### src/rtl/k_and_s_pkg.sv
// Shared K&S processor types.
//   decoded_instruction_type : instruction class produced by the decoder in data_path.
//   Encodings 14 and 15 are unused and decode as illegal in control_unit.
package k_and_s_pkg;

    typedef enum logic [3:0] {
        I_NOP    = 4'd0,
        I_LOAD   = 4'd1,
        I_STORE  = 4'd2,
        I_MOVE   = 4'd3,
        I_ADD    = 4'd4,
        I_SUB    = 4'd5,
        I_AND    = 4'd6,
        I_OR     = 4'd7,
        I_BRANCH = 4'd8,
        I_BZERO  = 4'd9,
        I_BNZERO = 4'd10,
        I_BNEG   = 4'd11,
        I_BNNEG  = 4'd12,
        I_HALT   = 4'd13
    } decoded_instruction_type;

endpackage

### src/rtl/control_unit.sv
// control_unit: sequences the K&S data_path through fetch, decode, execute and PC update.
// Ports:
//   clk, rst                  clock and asynchronous active-high reset
//   decoded_instruction       instruction class from the IR decoder
//   zero_op, neg_op           datapath flags, valid the cycle after an ALU op
//   unsigned_overflow,
//   signed_overflow           datapath flags, only kept in the shadow register
//   branch, pc_enable         PC source select and PC load strobe
//   ir_enable                 instruction register load strobe
//   addr_sel                  1: ram_addr=PC, 0: ram_addr=mem_addr
//   c_sel                     1: bus_c=data_in, 0: bus_c=ALU
//   operation                 ALU op: 00 OR, 01 ADD, 10 SUB, 11 AND
//   write_reg_enable          register-file write strobe
//   flags_reg_enable          datapath flag-register load strobe
//   ram_write_enable          RAM write strobe
//   halt                      high while halted
//   illegal_instr             sticky unrecognised-decode indicator
//   retired_count             saturating retired-instruction count
module control_unit
    import k_and_s_pkg::*;
#(
    parameter int unsigned LOAD_WAIT = 1,
    parameter int unsigned CNT_W     = 16
) (
    input  logic                    clk,
    input  logic                    rst,
    input  decoded_instruction_type decoded_instruction,
    input  logic                    zero_op,
    input  logic                    neg_op,
    input  logic                    unsigned_overflow,
    input  logic                    signed_overflow,
    output logic                    branch,
    output logic                    pc_enable,
    output logic                    ir_enable,
    output logic                    addr_sel,
    output logic                    c_sel,
    output logic [1:0]              operation,
    output logic                    write_reg_enable,
    output logic                    flags_reg_enable,
    output logic                    ram_write_enable,
    output logic                    halt,
    output logic                    illegal_instr,
    output logic [CNT_W-1:0]        retired_count
);

    localparam int unsigned WAIT_W = (LOAD_WAIT > 1) ? $clog2(LOAD_WAIT) : 1;

    typedef enum logic [3:0] {
        S_FETCH, S_DECODE, S_LOAD_WAIT, S_LOAD_WB, S_STORE,
        S_EXEC, S_NEXT, S_JUMP, S_HALT
    } state_t;

    state_t              state_q, state_d;
    logic [1:0]          op_q, op_d;
    logic                flag_op_q, flag_op_d;
    logic                pend_q, pend_d;
    logic [WAIT_W-1:0]   wait_q, wait_d;
    logic                z_q, n_q, uo_q, so_q;
    logic                z_d, n_d, uo_d, so_d;
    logic                illegal_d;
    logic [CNT_W-1:0]    ret_d;

    logic                branch_d, pc_enable_d, ir_enable_d, addr_sel_d, c_sel_d;
    logic [1:0]          operation_d;
    logic                write_reg_enable_d, flags_reg_enable_d, ram_write_enable_d, halt_d;

    // Overflow shadows are architectural state with no consumer in this block yet.
    logic unused_ovf;
    assign unused_ovf = &{1'b0, uo_q, so_q};

    // State register.
    always_ff @(posedge clk or posedge rst) begin
        if (rst) state_q <= S_FETCH;
        else     state_q <= state_d;
    end

    // Next-state, bookkeeping and output decode of the next state (outputs are registered).
    always_comb begin
        state_d   = state_q;
        op_d      = op_q;
        flag_op_d = flag_op_q;
        pend_d    = pend_q;
        wait_d    = wait_q;
        z_d       = z_q;
        n_d       = n_q;
        uo_d      = uo_q;
        so_d      = so_q;
        illegal_d = illegal_q_int();
        ret_d     = retired_count;

        unique case (state_q)
            S_FETCH:  state_d = S_DECODE;
            S_DECODE: begin
                case (decoded_instruction)
                    I_NOP:    state_d = S_NEXT;
                    I_LOAD: begin
                        state_d = S_LOAD_WAIT;
                        wait_d  = WAIT_W'(LOAD_WAIT - 1);
                    end
                    I_STORE:  state_d = S_STORE;
                    I_MOVE:   begin state_d = S_EXEC; op_d = 2'b00; flag_op_d = 1'b0; end
                    I_ADD:    begin state_d = S_EXEC; op_d = 2'b01; flag_op_d = 1'b1; end
                    I_SUB:    begin state_d = S_EXEC; op_d = 2'b10; flag_op_d = 1'b1; end
                    I_AND:    begin state_d = S_EXEC; op_d = 2'b11; flag_op_d = 1'b1; end
                    I_OR:     begin state_d = S_EXEC; op_d = 2'b00; flag_op_d = 1'b1; end
                    I_BRANCH: state_d = S_JUMP;
                    I_BZERO:  state_d = z_q  ? S_JUMP : S_NEXT;
                    I_BNZERO: state_d = !z_q ? S_JUMP : S_NEXT;
                    I_BNEG:   state_d = n_q  ? S_JUMP : S_NEXT;
                    I_BNNEG:  state_d = !n_q ? S_JUMP : S_NEXT;
                    I_HALT:   state_d = S_HALT;
                    default: begin
                        state_d   = S_HALT;
                        illegal_d = 1'b1;
                    end
                endcase
            end
            S_LOAD_WAIT: begin
                if (wait_q == '0) state_d = S_LOAD_WB;
                else              wait_d  = wait_q - WAIT_W'(1);
            end
            S_LOAD_WB: state_d = S_NEXT;
            S_STORE:   state_d = S_NEXT;
            S_EXEC: begin
                state_d = S_NEXT;
                pend_d  = flag_op_q;
            end
            S_NEXT: begin
                state_d = S_FETCH;
                // Flags from the preceding ALU op are valid now; data_path drops them next cycle.
                if (pend_q) begin
                    z_d    = zero_op;
                    n_d    = neg_op;
                    uo_d   = unsigned_overflow;
                    so_d   = signed_overflow;
                    pend_d = 1'b0;
                end
                if (retired_count != '1) ret_d = retired_count + CNT_W'(1);
            end
            S_JUMP: begin
                state_d = S_FETCH;
                if (retired_count != '1) ret_d = retired_count + CNT_W'(1);
            end
            S_HALT:  state_d = S_HALT;
            default: state_d = S_FETCH;
        endcase

        branch_d           = 1'b0;
        pc_enable_d        = 1'b0;
        ir_enable_d        = 1'b0;
        addr_sel_d         = 1'b1;
        c_sel_d            = 1'b0;
        operation_d        = 2'b00;
        write_reg_enable_d = 1'b0;
        flags_reg_enable_d = 1'b0;
        ram_write_enable_d = 1'b0;
        halt_d             = 1'b0;

        case (state_d)
            S_FETCH:     ir_enable_d = 1'b1;
            S_LOAD_WAIT: addr_sel_d  = 1'b0;
            S_LOAD_WB: begin
                addr_sel_d         = 1'b0;
                c_sel_d            = 1'b1;
                write_reg_enable_d = 1'b1;
            end
            S_STORE: begin
                addr_sel_d         = 1'b0;
                ram_write_enable_d = 1'b1;
            end
            S_EXEC: begin
                write_reg_enable_d = 1'b1;
                operation_d        = op_d;
                flags_reg_enable_d = flag_op_d;
            end
            S_NEXT:  pc_enable_d = 1'b1;
            S_JUMP: begin
                pc_enable_d = 1'b1;
                branch_d    = 1'b1;
            end
            S_HALT:  halt_d = 1'b1;
            default: ;
        endcase
    end

    function automatic logic illegal_q_int();
        return illegal_instr;
    endfunction

    // Datapath bookkeeping and registered outputs; reset shows FETCH strobes.
    always_ff @(posedge clk or posedge rst) begin
        if (rst) begin
            op_q             <= 2'b00;
            flag_op_q        <= 1'b0;
            pend_q           <= 1'b0;
            wait_q           <= '0;
            z_q              <= 1'b0;
            n_q              <= 1'b0;
            uo_q             <= 1'b0;
            so_q             <= 1'b0;
            illegal_instr    <= 1'b0;
            retired_count    <= '0;
            branch           <= 1'b0;
            pc_enable        <= 1'b0;
            ir_enable        <= 1'b1;
            addr_sel         <= 1'b1;
            c_sel            <= 1'b0;
            operation        <= 2'b00;
            write_reg_enable <= 1'b0;
            flags_reg_enable <= 1'b0;
            ram_write_enable <= 1'b0;
            halt             <= 1'b0;
        end else begin
            op_q             <= op_d;
            flag_op_q        <= flag_op_d;
            pend_q           <= pend_d;
            wait_q           <= wait_d;
            z_q              <= z_d;
            n_q              <= n_d;
            uo_q             <= uo_d;
            so_q             <= so_d;
            illegal_instr    <= illegal_d;
            retired_count    <= ret_d;
            branch           <= branch_d;
            pc_enable        <= pc_enable_d;
            ir_enable        <= ir_enable_d;
            addr_sel         <= addr_sel_d;
            c_sel            <= c_sel_d;
            operation        <= operation_d;
            write_reg_enable <= write_reg_enable_d;
            flags_reg_enable <= flags_reg_enable_d;
            ram_write_enable <= ram_write_enable_d;
            halt             <= halt_d;
        end
    end

endmodule

### config.mk
export PLATFORM = sky130hd
export DESIGN_NAME = control_unit
export DESIGN_NICKNAME = d
export VERILOG_FILES = /design/src/rtl/k_and_s_pkg.sv /design/src/rtl/control_unit.sv
export SDC_FILE = /design/constraint.sdc
export NUM_CORES = 1
export LEC_CHECK = 0
export CAP_MARGIN = 15
export CELL_PAD_IN_SITES_DETAIL_PLACEMENT = 2
export CELL_PAD_IN_SITES_GLOBAL_PLACEMENT = 2
export CORE_MARGIN = 1.5
export CORE_UTILIZATION = 32
export CTS_CLUSTER_DIAMETER = 30
export DETAILED_ROUTE_END_ITERATION = 10
export GPL_ROUTABILITY_DRIVEN = 0
export GPL_TIMING_DRIVEN = 0
export PLACE_DENSITY = 0.79
export SLEW_MARGIN = 20
export SYNTH_ARGS = -nofsm -noshare
export SYNTH_HDL_FRONTEND = slang
export SYNTH_SLANG_ARGS = --single-unit
### constraint.sdc
create_clock -name clk -period 2.2 [get_ports clk]
set_clock_uncertainty 0.15 [all_clocks]
set_input_delay 0.33 -clock clk [delete_from_list [all_inputs] [get_ports clk]]
set_output_delay 0.33 -clock clk [all_outputs]
set_load 0.02 [all_outputs]
==> key figures, run 1 <==
Die
  – Row count: 27
  – Initial Util: 0.3322
  – I/O pin cnt: 38
  – Die X: 78.61 um
  – Die area: 6179 um^2
  – Die height: 78.61 um
  – Core area: 5507 um^2

Drt
  – DR WL/cell: 17.24 um
  – DRT Pass-1 Iters: 4
  – Detail Route Antenna Nets: 0
  – Vias: 1,441
  – Initial DRC Count: 23
  – WL final: 4775 um
  – DRC: 0
  – Via/cell ratio: 5.202

Yosys
  – Asr flop ratio synth: 1.000
  – Mean Syn Cell Area: 11.29 um^2
  – Post-synth top area cell: dfrtp_1
  – Syn_nets: 173
  – Area of the mapped netlist: 1829 um^2
  – Top post-synthesis cells by area: dfrtp_1 (47%), mux2_2 (3.7%), xnor2_1 (3.4%)
  – Synth Area in XOR/XNOR: 0.05267
  – Complex-gate fraction of the synthesized area: 0.1211
  – Simple-gate portion of the synthesized area: 0.2408
  – Primary FF master, synth: dfrtp_1
  – Post-Syn Instances: 162
  – Post-synthesis mux area share: 0.04241
  – Synthesized-area fraction occupied by adder cells: 0.006840
  – Synthesis-stage register bit count: 36
  – Yosys synthesis warning count: 0
  – Post-synth EDFFs: 0
  – Largest family of logic cells by synthesized area: simple AND/OR/NAND/NOR gates
  – Count leader, synth: dfrtp_1
  – Sequential area share after synthesis: 0.4938
  – Synth top cells by count: dfrtp_1 (34), nand2_1 (11), o21ai_0 (9)
  – Post-synth top area share: 0.4651
  – Library cells used by synthesis: 53

Timing
  – Slew of the pin with the lowest slew margin: 780.5 ps
  – Hold Fails Final Rpt: 0
  – Final worst-path cycle share: 0.8889
  – Final setup vio count: 0
  – Worst setup slack after layout: 244.3 ps
  – RSZ-0062 raised after global routing: no
  – Fmax: 511.3 MHz
  – Slew Limit Fails: 0
  – Final min period: 1956 ps
  – Max-Slew Margin vs Limit: 0.4789

Final layout
  – Layout cells sized above 1: 0.1854
  – Inserted Diodes: 0
  – Nets@finish: 215
  – Final Instance Area: 2429 um^2
  – Layout area overhead: 32.76%

Worst setup path
  – Critical path cell sequence: ha_1, nand4_2, and4b_1, buf_6, nor2_2, mux2_2
  – Worst Path Buf+Inv: 1
  – Worst setup path class: register to register
  – Worst path slowest cell: dfrtp_1
  – Slowest stage delay, CP: 430 ps
  – Critical R2R Capture: retired_count[1]
  – WP data arrival: 1990 ps
  – Reg2reg start: retired_count[0]
  – Worst Setup End Kind: register
  – Worst path required time: 2230 ps
  – Startpoint class of the critical path: register
  – Largest delay share family, worst path: simple AND/OR/NAND/NOR gates
  – Worst Reg-to-Reg Cells: 6
  – CP max FO: 7
  – R2R setup slack: 240 ps

GRT
  – Vias in the first global route: 1,564
  – Antenna violations before repair: 0
  – First-pass GRT wire length: 8059 um
  – Largest net degree at the start of global routing: 37
  – Total grt overflow: 0
  – Global Route Usage Sum: 0.1717

Power and ir drop
  – Switching part of the total: 0.3440
  – PD cells: 1173 nW/um^2
  – Flop pwr share: 0.355
  – Pleak: 1.024 nW
  – Int Pwr: 1.870 mW
  – Psw: 980.2 uW
  – Maximum VDD drop: 0.0004717 V
  – Clock power share: 0.285
  – Comb pwr share: 0.360

Placed design
  – Placed cell areas: 2270 um^2
  – PortBufs: 35
  – Pre-CTS setup slack: -49.28 ps
  – Dpl hpwl: 3550 um

CTS
  – Root buffer cell: clkbuf_8
  – Reg clk slew, reported paths: 80 ps
  – Hold Buf Count CTS: 0
  – CTS Buf Count: 5
  – CTS H-tree depth: 2
  – Clk buf depth: 2
  – Total clock sinks: 36
  – CTS tree: done
  – Post-CTS Resized: 0
  – Clk_lat worst skew: 290 ps
  – Post-CTS Setup Repair Bufs: 0

Min path
  – Hold Crit Endpoint: illegal_instr
  – Worst hold path type: register to register
  – Hold Crit Depth: 1
  – Hold path start: illegal_instr

Run
  – Max-cap violation count: 0

Status
  – Status: finished clean
placed cells by master, fill, tap and decap left out, types with 3 or more instances in the layout:
cell / count
clkdlybuf4s50_1: 35
dfrtp_1: 34
nand2_1: 11
o21ai_0: 9
nor2_1: 8
xnor2_1: 7
mux2_2: 6
nand4_1: 5
nor2b_1: 5
clkbuf_8: 5
nor3_1: 4
buf_2: 4
a21oi_1: 4
xor2_1: 4
buf_6: 3
and3_1: 3
nand4b_1: 3
nand3_1: 3
clkbuf_1: 3
bufinv_16: 3
worst reg2reg max path: cells and delay by family, from the launching register on:
| family | cells | cell delay, ps |
|---|---|---|
| adder cells (fa/ha/maj) | 1 | 270 |
| buffers and inverters | 1 | 140 |
| flip-flops | 1 | 430 |
| multiplexers | 1 | 350 |
| AND/OR/NAND/NOR | 3 | 510 |
power groups by stage:
stage | registers, mW | logic (mW) | clock network (mW)
after global placement | 1.00 | 0.978 | 0
after global routing | 1.04 | 1.11 | 0.861
final | 1.01 | 1.03 | 0.813
after floorplan | 1.11 | 0.534 | 0
after detailed placement | 1.02 | 1.04 | 0
after CTS | 1.01 | 1.04 | 0.832
per-stage QoR:
step | utilization | hold slack (ps) | total power [mW] | std cells | setup TNS (ps)
global route | 0.4410 | 360.3 | 3.017 | 277 | 0
floorplan | - | 311.4 | 1.645 | 162 | 0
detailed placement | 0.4122 | 318.0 | 2.061 | 269 | -86.86
finish | 0.4410 | 326.1 | 2.850 | 277 | 0
CTS | 0.4410 | 339.0 | 2.888 | 277 | 0
global placement | 0.4122 | 305.1 | 1.979 | 269 | 0
kinds of logic after synthesis:
| kind of cell | count (synthesis) |
|---|---|
| AND/OR/NAND/NOR | 62 |
| flip-flops | 36 |
| AO/OA/AOI/OAI | 32 |
| buffers and inverters | 13 |
| XOR/XNOR | 11 |
| multiplexers | 7 |
| adder cells (fa/ha/maj) | 1 |
state kept, by name, summed over array words and instances, names as in the netlist:
register and flops:
addr_sel 1, branch 1, c_sel 1, flag_op_q 1, flags_reg_enable 1, halt 1, illegal_instr 1, ir_enable 1
n_q 1, operation 2, pc_enable 1, pend_q 1, ram_write_enable 1, retired_count 16, state_q 4, write_reg_enable 1
z_q 1
metal layers:
layer | track usage | up-vias | share of wire
li1 | - | 670 | -
met1 | 0.2118 | 743 | 0.45
met2 | 0.2914 | 20 | 0.51
met3 | 0.03488 | 8 | 0.026
met4 | 0.06964 | 0 | 0.016
met5 | 0 | - | 0
cell type report:
class                      instances  area [um^2]
buffer                            10        65.06
clock buffer                       5        68.82
clock inverter                     3        90.09
fill                             571         3078
inverter                           3        12.51
multi-input combinational        113        848.3
sequential                        36        903.4
tap                               72        90.09
timing repair buffer              35        350.3
worst max-delay path by stage:
| stage | from | slack, ps | depth (start not counted) | endpoint |
|---|---|---|---|---|
| finish | retired_count[0] | 240 | 6 | retired_count[1] |
| global route | decoded_instruction[0] | 120 | 6 | state_q[0] |
| CTS | retired_count[0] | 220 | 6 | retired_count[1] |
| detailed placement | decoded_instruction[0] | -50 | 6 | state_q[0] |
| global placement | decoded_instruction[0] | 60 | 6 | branch |
| floorplan | retired_count[0] | 290 | 6 | retired_count[1] |
Note: power is estimated with default switching activity, not from simulation.
==> inputs of run 2 (changes only) <==
- CORE_ASPECT_RATIO: not set -> 1.4
==> run 2 against run 1 <==
Combinational power barely moved. Via count rose by 1.9%. First-iteration DRC count is 30% lower. Count of clock-buffer cells in the layout up 3. Setup slack gained 7.6 ps. Routed wire length is 1.1% higher. Die area increased by 0.11%. Utilization decreased by 0.99 points. Critical path type unchanged.
==> key figures, run 2 (synthesis gave the netlist of run 1 again) <==
Min path
  – Worst hold path type: primary input to async pin

Timing
  – Slew Limit Fails: 0 (unchanged)
  – Setup TNS: 0 ps (unchanged)
  – Final setup vio count: 0 (unchanged)
  – Final min period: 1948 ps (-7.606 ps)
  – Final hold slack: 192.1 ps (-134.0 ps)
  – Final worst-path cycle share: 0.8855 (-0.003457)
  – Hold Fails Final Rpt: 0 (unchanged)
  – Slew of the pin with the lowest slew margin: 695.5 ps (-85.07 ps)
  – Fmax: 513.3 MHz (+0.39%)
  – RSZ-0062 raised after global routing: no
  – Max-Slew Margin vs Limit: 0.5321 (+0.05319)

Worst setup path
  – WP data arrival: 1980 ps (about the same)
  – Worst setup path class: register to register
  – Startpoint class of the critical path: register
  – Worst Setup End Kind: register
  – Worst path required time: 2230 ps (about the same)
  – CP max FO: 7 (unchanged)

CTS
  – Post-CTS Resized: 0 (unchanged)
  – CTS H-tree depth: 2 (unchanged)
  – Reg clk slew, reported paths: 80 ps (about the same)
  – Post-CTS Setup Repair Bufs: 0 (unchanged)
  – Clk buf depth: 2 (unchanged)
  – Clk_lat worst skew: 290 ps (about the same)
  – Hold Buf Count CTS: 0 (unchanged)
  – Root buffer cell: clkbuf_8
  – CTS Buf Count: 5 (unchanged)
  – Total clock sinks: 36 (unchanged)
  – CTS tree: done

Final layout
  – Nets@finish: 216 (+0.47%)
  – Seq. cell area: 903.4 um^2 (unchanged)
  – Final Instance Area: 2382 um^2 (-1.9%)
  – Most frequent cells in the layout: clkdlybuf4s50_1 (35), dfrtp_1 (34), nand2_1 (11)
  – Layout Utilization: 0.4312 (-0.009877)
  – Non-filler cells in the finished layout: 274 (-1.1%)
  – Layout cells sized above 1: 0.1796 (-0.005754)
  – Inserted Diodes: 0 (unchanged)
  – Area occupied by multi-input gates: 848.3 um^2 (unchanged)
  – Number of flip-flops in the largest register: 16 (unchanged)
  – Commonest non-fill, non-tap cell in the layout: clkdlybuf4s50_1
  – Largest regs: retired_count (16), state_q (4), operation (2)
  – Biggest register: retired_count
  – Layout area overhead: 30.23%
  – Filler cells: 583 (+2.1%)

Run
  – Max-cap violation count: 0 (unchanged)

Drt
  – DRC: 0 (unchanged)
  – Detail Route Antenna Nets: 0 (unchanged)
  – DR WL/cell: 17.61 um (+2.2%)
  – Initial DRC Count: 16 (-30%)
  – Vias: 1,468 (+1.9%)
  – WL final: 4826 um (+1.1%)
  – Via/cell ratio: 5.358 (+3.0%)
  – DRT Pass-1 Iters: 4 (unchanged)

Die
  – Core area: 5525 um^2 (+0.34%)
  – Die height: 92.46 um (+18%)
  – Initial Util: 0.3311 (-0.001128)
  – Row count: 32 (+19%)
  – Die X: 66.90 um (-15%)
  – Die area: 6186 um^2 (+0.11%)
  – I/O pin cnt: 38 (unchanged)

GRT
  – M1 GR Usage: 0.1986 (-0.01324)
  – Global Route Usage Sum: 0.1790 (+0.007328)
  – Largest net degree at the start of global routing: 22 (-41%)
  – Antenna violations before repair: 0 (unchanged)
  – GR Util met3: 0.03645 (+0.001568)
  – GR met2 Demand/Resource: 0.3242 (+0.03279)
  – Total grt overflow: 0 (unchanged)
  – Busiest layer in global routing: met2
  – First-pass GRT wire length: 8355 um (+3.7%)
  – Vias in the first global route: 1,705 (+9.0%)

Power and ir drop
  – Pleak: 1.003 nW (-2.0%)
  – Psw: 957.3 uW (-2.3%)
  – Switching part of the total: 0.3799 (+0.03592)
  – Int Pwr: 1.563 mW (-16%)
  – PD cells: 1058 nW/um^2 (-9.8%)
  – Comb pwr share: 0.405 (+0.045)
  – Clock power share: 0.197 (-0.088)
  – Maximum VDD drop: 0.0005173 V (+9.6%)
  – Flop pwr share: 0.398 (+0.043)

Placed design
  – DP Cell Count: 266 (-1.1%)
  – PortBufs: 35 (unchanged)
  – Dpl hpwl: 3685 um (+3.8%)
  – Placed cell areas: 2292 um^2 (+0.99%)

Status
  – Status: finished clean
run 2: cell type report:
class                   count  share of cell area
flip-flops and latches     36              0.3792
multi-input cells         113              0.3561
repair buffers             36              0.1586
clock buffers               8             0.03782
well taps                  68             0.03571
plain buffers              10             0.02731
inverters                   3            0.005252
run 2: power by group through the flow:
stage	registers [mW]	clock network, mW	logic, mW
after floorplan	1.11	0	0.534
after global placement	1.01	0	0.985
after detailed placement	1.02	0	1.04
after CTS	1.01	0.516	1.04
after global routing	1.03	0.546	1.13
final	1.00	0.496	1.02
run 2: critical path, cell delays in order (launching register included):
cell and delay [ps]:
dfrtp_1 430, ha_1 260, nand4_2 160, and4b_1 220, buf_6 140, nor2_2 120, mux2_2 350
run 2: through the flow:
| stage | setup WS [ps] | power [mW] |
|---|---|---|
| detailed placement | 20.28 | 2.055 |
| global placement | 59.27 | 1.993 |
| finish | 251.9 | 2.520 |
| CTS | 234.7 | 2.566 |
| global route | 166.6 | 2.704 |
| floorplan | 292.8 | 1.645 |
run 2: metal layers:
layer | part of all wire | vias to the layer above
met2 | 0.56 | 28
met5 | 0 | -
met3 | 0.030 | 10
met1 | 0.38 | 757
met4 | 0.021 | 0
li1 | - | 673
run 2: path summary, 6_finish.rpt:
kind / startpoint / slack (ps) / to / depth (start not counted)
min reg2reg: illegal_instr / 340 / illegal_instr / 1
min in group clk: illegal_instr / 340 / illegal_instr / 1
max reg2reg: retired_count[0] / 250 / retired_count[1] / 6
max in group asynchronous: rst / 1170 / ir_enable / 3
min: rst / 190 / write_reg_enable / 2
max: retired_count[0] / 250 / retired_count[1] / 6
==> inputs of run 3 (changes only) <==
- CORE_ASPECT_RATIO: 1.4 -> 0.75
- PLACE_DENSITY: 0.79 -> 0.83
==> run 3 against run 2 <==
Global-route usage is 0.36 points higher. Utilization is 0.39 points higher. Die area hardly changed. Non-clock buffer count is 1 lower. Combinational power hardly changed. Clock power is 1% lower. Routed wire length is 6.6% higher. Cell area is 0.68% lower. Fmax is 8.6% lower. Sequential power hardly changed. Highest routed layer unchanged.
==> key figures, run 3 (synthesis gave the netlist of run 1 again) <==
Status
  – Status: finished clean

CTS
  – Clk_lat worst skew: 290 ps (about the same)
  – Clk buf depth: 2 (unchanged)
  – Hold Buf Count CTS: 0 (unchanged)
  – CTS H-tree depth: 2 (unchanged)
  – Reg clk slew, reported paths: 70 ps (about the same)
  – Post-CTS Resized: 0 (unchanged)
  – CTS Buf Count: 5 (unchanged)
  – Post-CTS Setup Repair Bufs: 0 (unchanged)
  – Total clock sinks: 36 (unchanged)
  – CTS tree: done
  – Root buffer cell: clkbuf_8

Final layout
  – Seq. cell area: 903.4 um^2 (unchanged)
  – Biggest register: retired_count
  – Inserted Diodes: 0 (unchanged)
  – Commonest non-fill, non-tap cell in the layout: clkdlybuf4s50_1
  – Layout area overhead: 29.34%
  – Number of flip-flops in the largest register: 16 (unchanged)
  – Area occupied by multi-input gates: 848.3 um^2 (unchanged)
  – Largest regs: retired_count (16), state_q (4), operation (2)
  – Layout cells sized above 1: 0.1854 (+0.005754)
  – Nets@finish: 215 (-0.46%)
  – Filler cells: 557 (-4.5%)
  – Most frequent cells in the layout: clkdlybuf4s50_1 (35), dfrtp_1 (34), nand2_1 (11)
  – Final Instance Area: 2366 um^2 (-0.68%)

GRT
  – Vias in the first global route: 1,659 (-2.7%)
  – Total grt overflow: 0 (unchanged)
  – Largest net degree at the start of global routing: 37 (+68%)
  – First-pass GRT wire length: 8659 um (+3.6%)
  – Global Route Usage Sum: 0.1826 (+0.003562)
  – Antenna violations before repair: 0 (unchanged)

Power and ir drop
  – Maximum VDD drop: 0.0003179 V (-39%)
  – Pleak: 0.9962 nW (-0.72%)
  – PD cells: 1077 nW/um^2 (+1.8%)
  – Power Total: 2.548 mW (+1.1%)

Die
  – I/O pin cnt: 38 (unchanged)
  – Row count: 23 (-28%)
  – Die area: 6184 um^2 (about the same)
  – Core area: 5439 um^2 (-1.6%)
  – Die height: 68.48 um (-26%)
  – Die X: 90.31 um (+35%)
  – Initial Util: 0.3363 (+0.005255)

Worst setup path
  – WP data arrival: 2160 ps (+180 ps)
  – Worst setup path class: primary input to register
  – Worst path required time: 2230 ps (about the same)
  – Critical path cell sequence: clkdlybuf4s50_1, buf_2, a211oi_1, a311oi_1, o21ai_0, nor3_1
  – Worst path slowest cell: clkdlybuf4s50_1
  – Worst Setup End Kind: register
  – Worst Reg-to-Reg Cells: 5 (-1)
  – Slowest stage delay, CP: 520 ps (+90 ps)
  – CP max FO: 9 (+2)
  – Startpoint class of the critical path: primary input

Drt
  – DRT Pass-1 Iters: 4 (unchanged)
  – DRC: 0 (unchanged)
  – Via/cell ratio: 5.279 (-1.5%)
  – M1 WL: 2392 um (+29%)
  – Detail Route Antenna Nets: 0 (unchanged)
  – Met2 WL post-DR: 2550 um (-6.3%)
  – DR top layer: met4
  – WL final: 5143 um (+6.6%)
  – WL met3: 124 um (-15%)
  – DR WL/cell: 18.37 um (+4.3%)
  – Initial DRC Count: 74 (+58)
  – Vias: 1,478 (+0.68%)

Placed design
  – PortBufs: 35 (unchanged)
  – Dpl hpwl: 3761 um (+2.1%)
  – Placed cell areas: 2273 um^2 (-0.82%)

Timing
  – Final worst-path cycle share: 0.9683 (+0.08286)
  – Final setup vio count: 0 (unchanged)
  – Fmax: 469.4 MHz (-8.6%)
  – Max-Slew Margin vs Limit: 0.4792 (-0.05287)
  – RSZ-0062 raised after global routing: no
  – Hold Fails Final Rpt: 0 (unchanged)
  – Final min period: 2130 ps (+182.3 ps)
  – Slew of the pin with the lowest slew margin: 780.0 ps (+84.59 ps)
  – Slew Limit Fails: 0 (unchanged)

Min path
  – Hold Crit Depth: 1
  – Worst hold path type: register to register

Run
  – Max-cap violation count: 0 (unchanged)
## run 3: report_power, final
part	switching, mW	leakage (nW)	internal, mW
combinational	0.588	0.478	0.460
clock	0.241	0.0510	0.250
sequential	0.167	0.467	0.843
total	0.995	0.996	1.55
## run 3: routing by layer
metal  global-route usage  vias up
met5                    0        -
met4              0.05754        0
met3              0.03667        7
met2               0.3277       26
met1               0.2260      770
li1                     -      675
## run 3: layout make-up
type,instances,share of cell area
multi-input combinational,113,0.3585
clock buffer,6,0.03490
buffer,10,0.02750
tap,75,0.03966
sequential,36,0.3818
clock inverter,2,0.004231
inverter,3,0.005288
timing repair buffer,35,0.1481
## run 3: worst max-delay path: cells and delay by family
kind                   cells  cell delay [ps]
buffers and inverters      2              760
AOI/OAI and AO/OA          3              760
and+or+nand+nor            1              310
## run 3: final timing paths
kind	from	to	slack (ps)
min in group asynchronous	rst	retired_count[13]	370
worst min-delay path	illegal_instr	illegal_instr	350
max in group asynchronous	rst	retired_count[10]	1040
worst max-delay path	decoded_instruction[0]	branch	70
worst max register to register	state_q[1]	branch	270
worst min register to register	illegal_instr	illegal_instr	350
## run 3: stage by stage
| stage | hold WS [ps] | worst slack [ps] | std cells | TNS [ps] | util |
|---|---|---|---|---|---|
| after floorplan | 311.4 | 292.8 | 162 | 0 | - |
| after global placement | 303.6 | -0.9155 | 272 | -0.9155 | 0.4180 |
| after detailed placement | 312.7 | -172.6 | 272 | -236.4 | 0.4180 |
| after CTS | 359.2 | 105.2 | 280 | 0 | 0.4350 |
| after global routing | 394.3 | 2.132 | 280 | 0 | 0.4350 |
| final | 353.0 | 69.66 | 280 | 0 | 0.4350 |
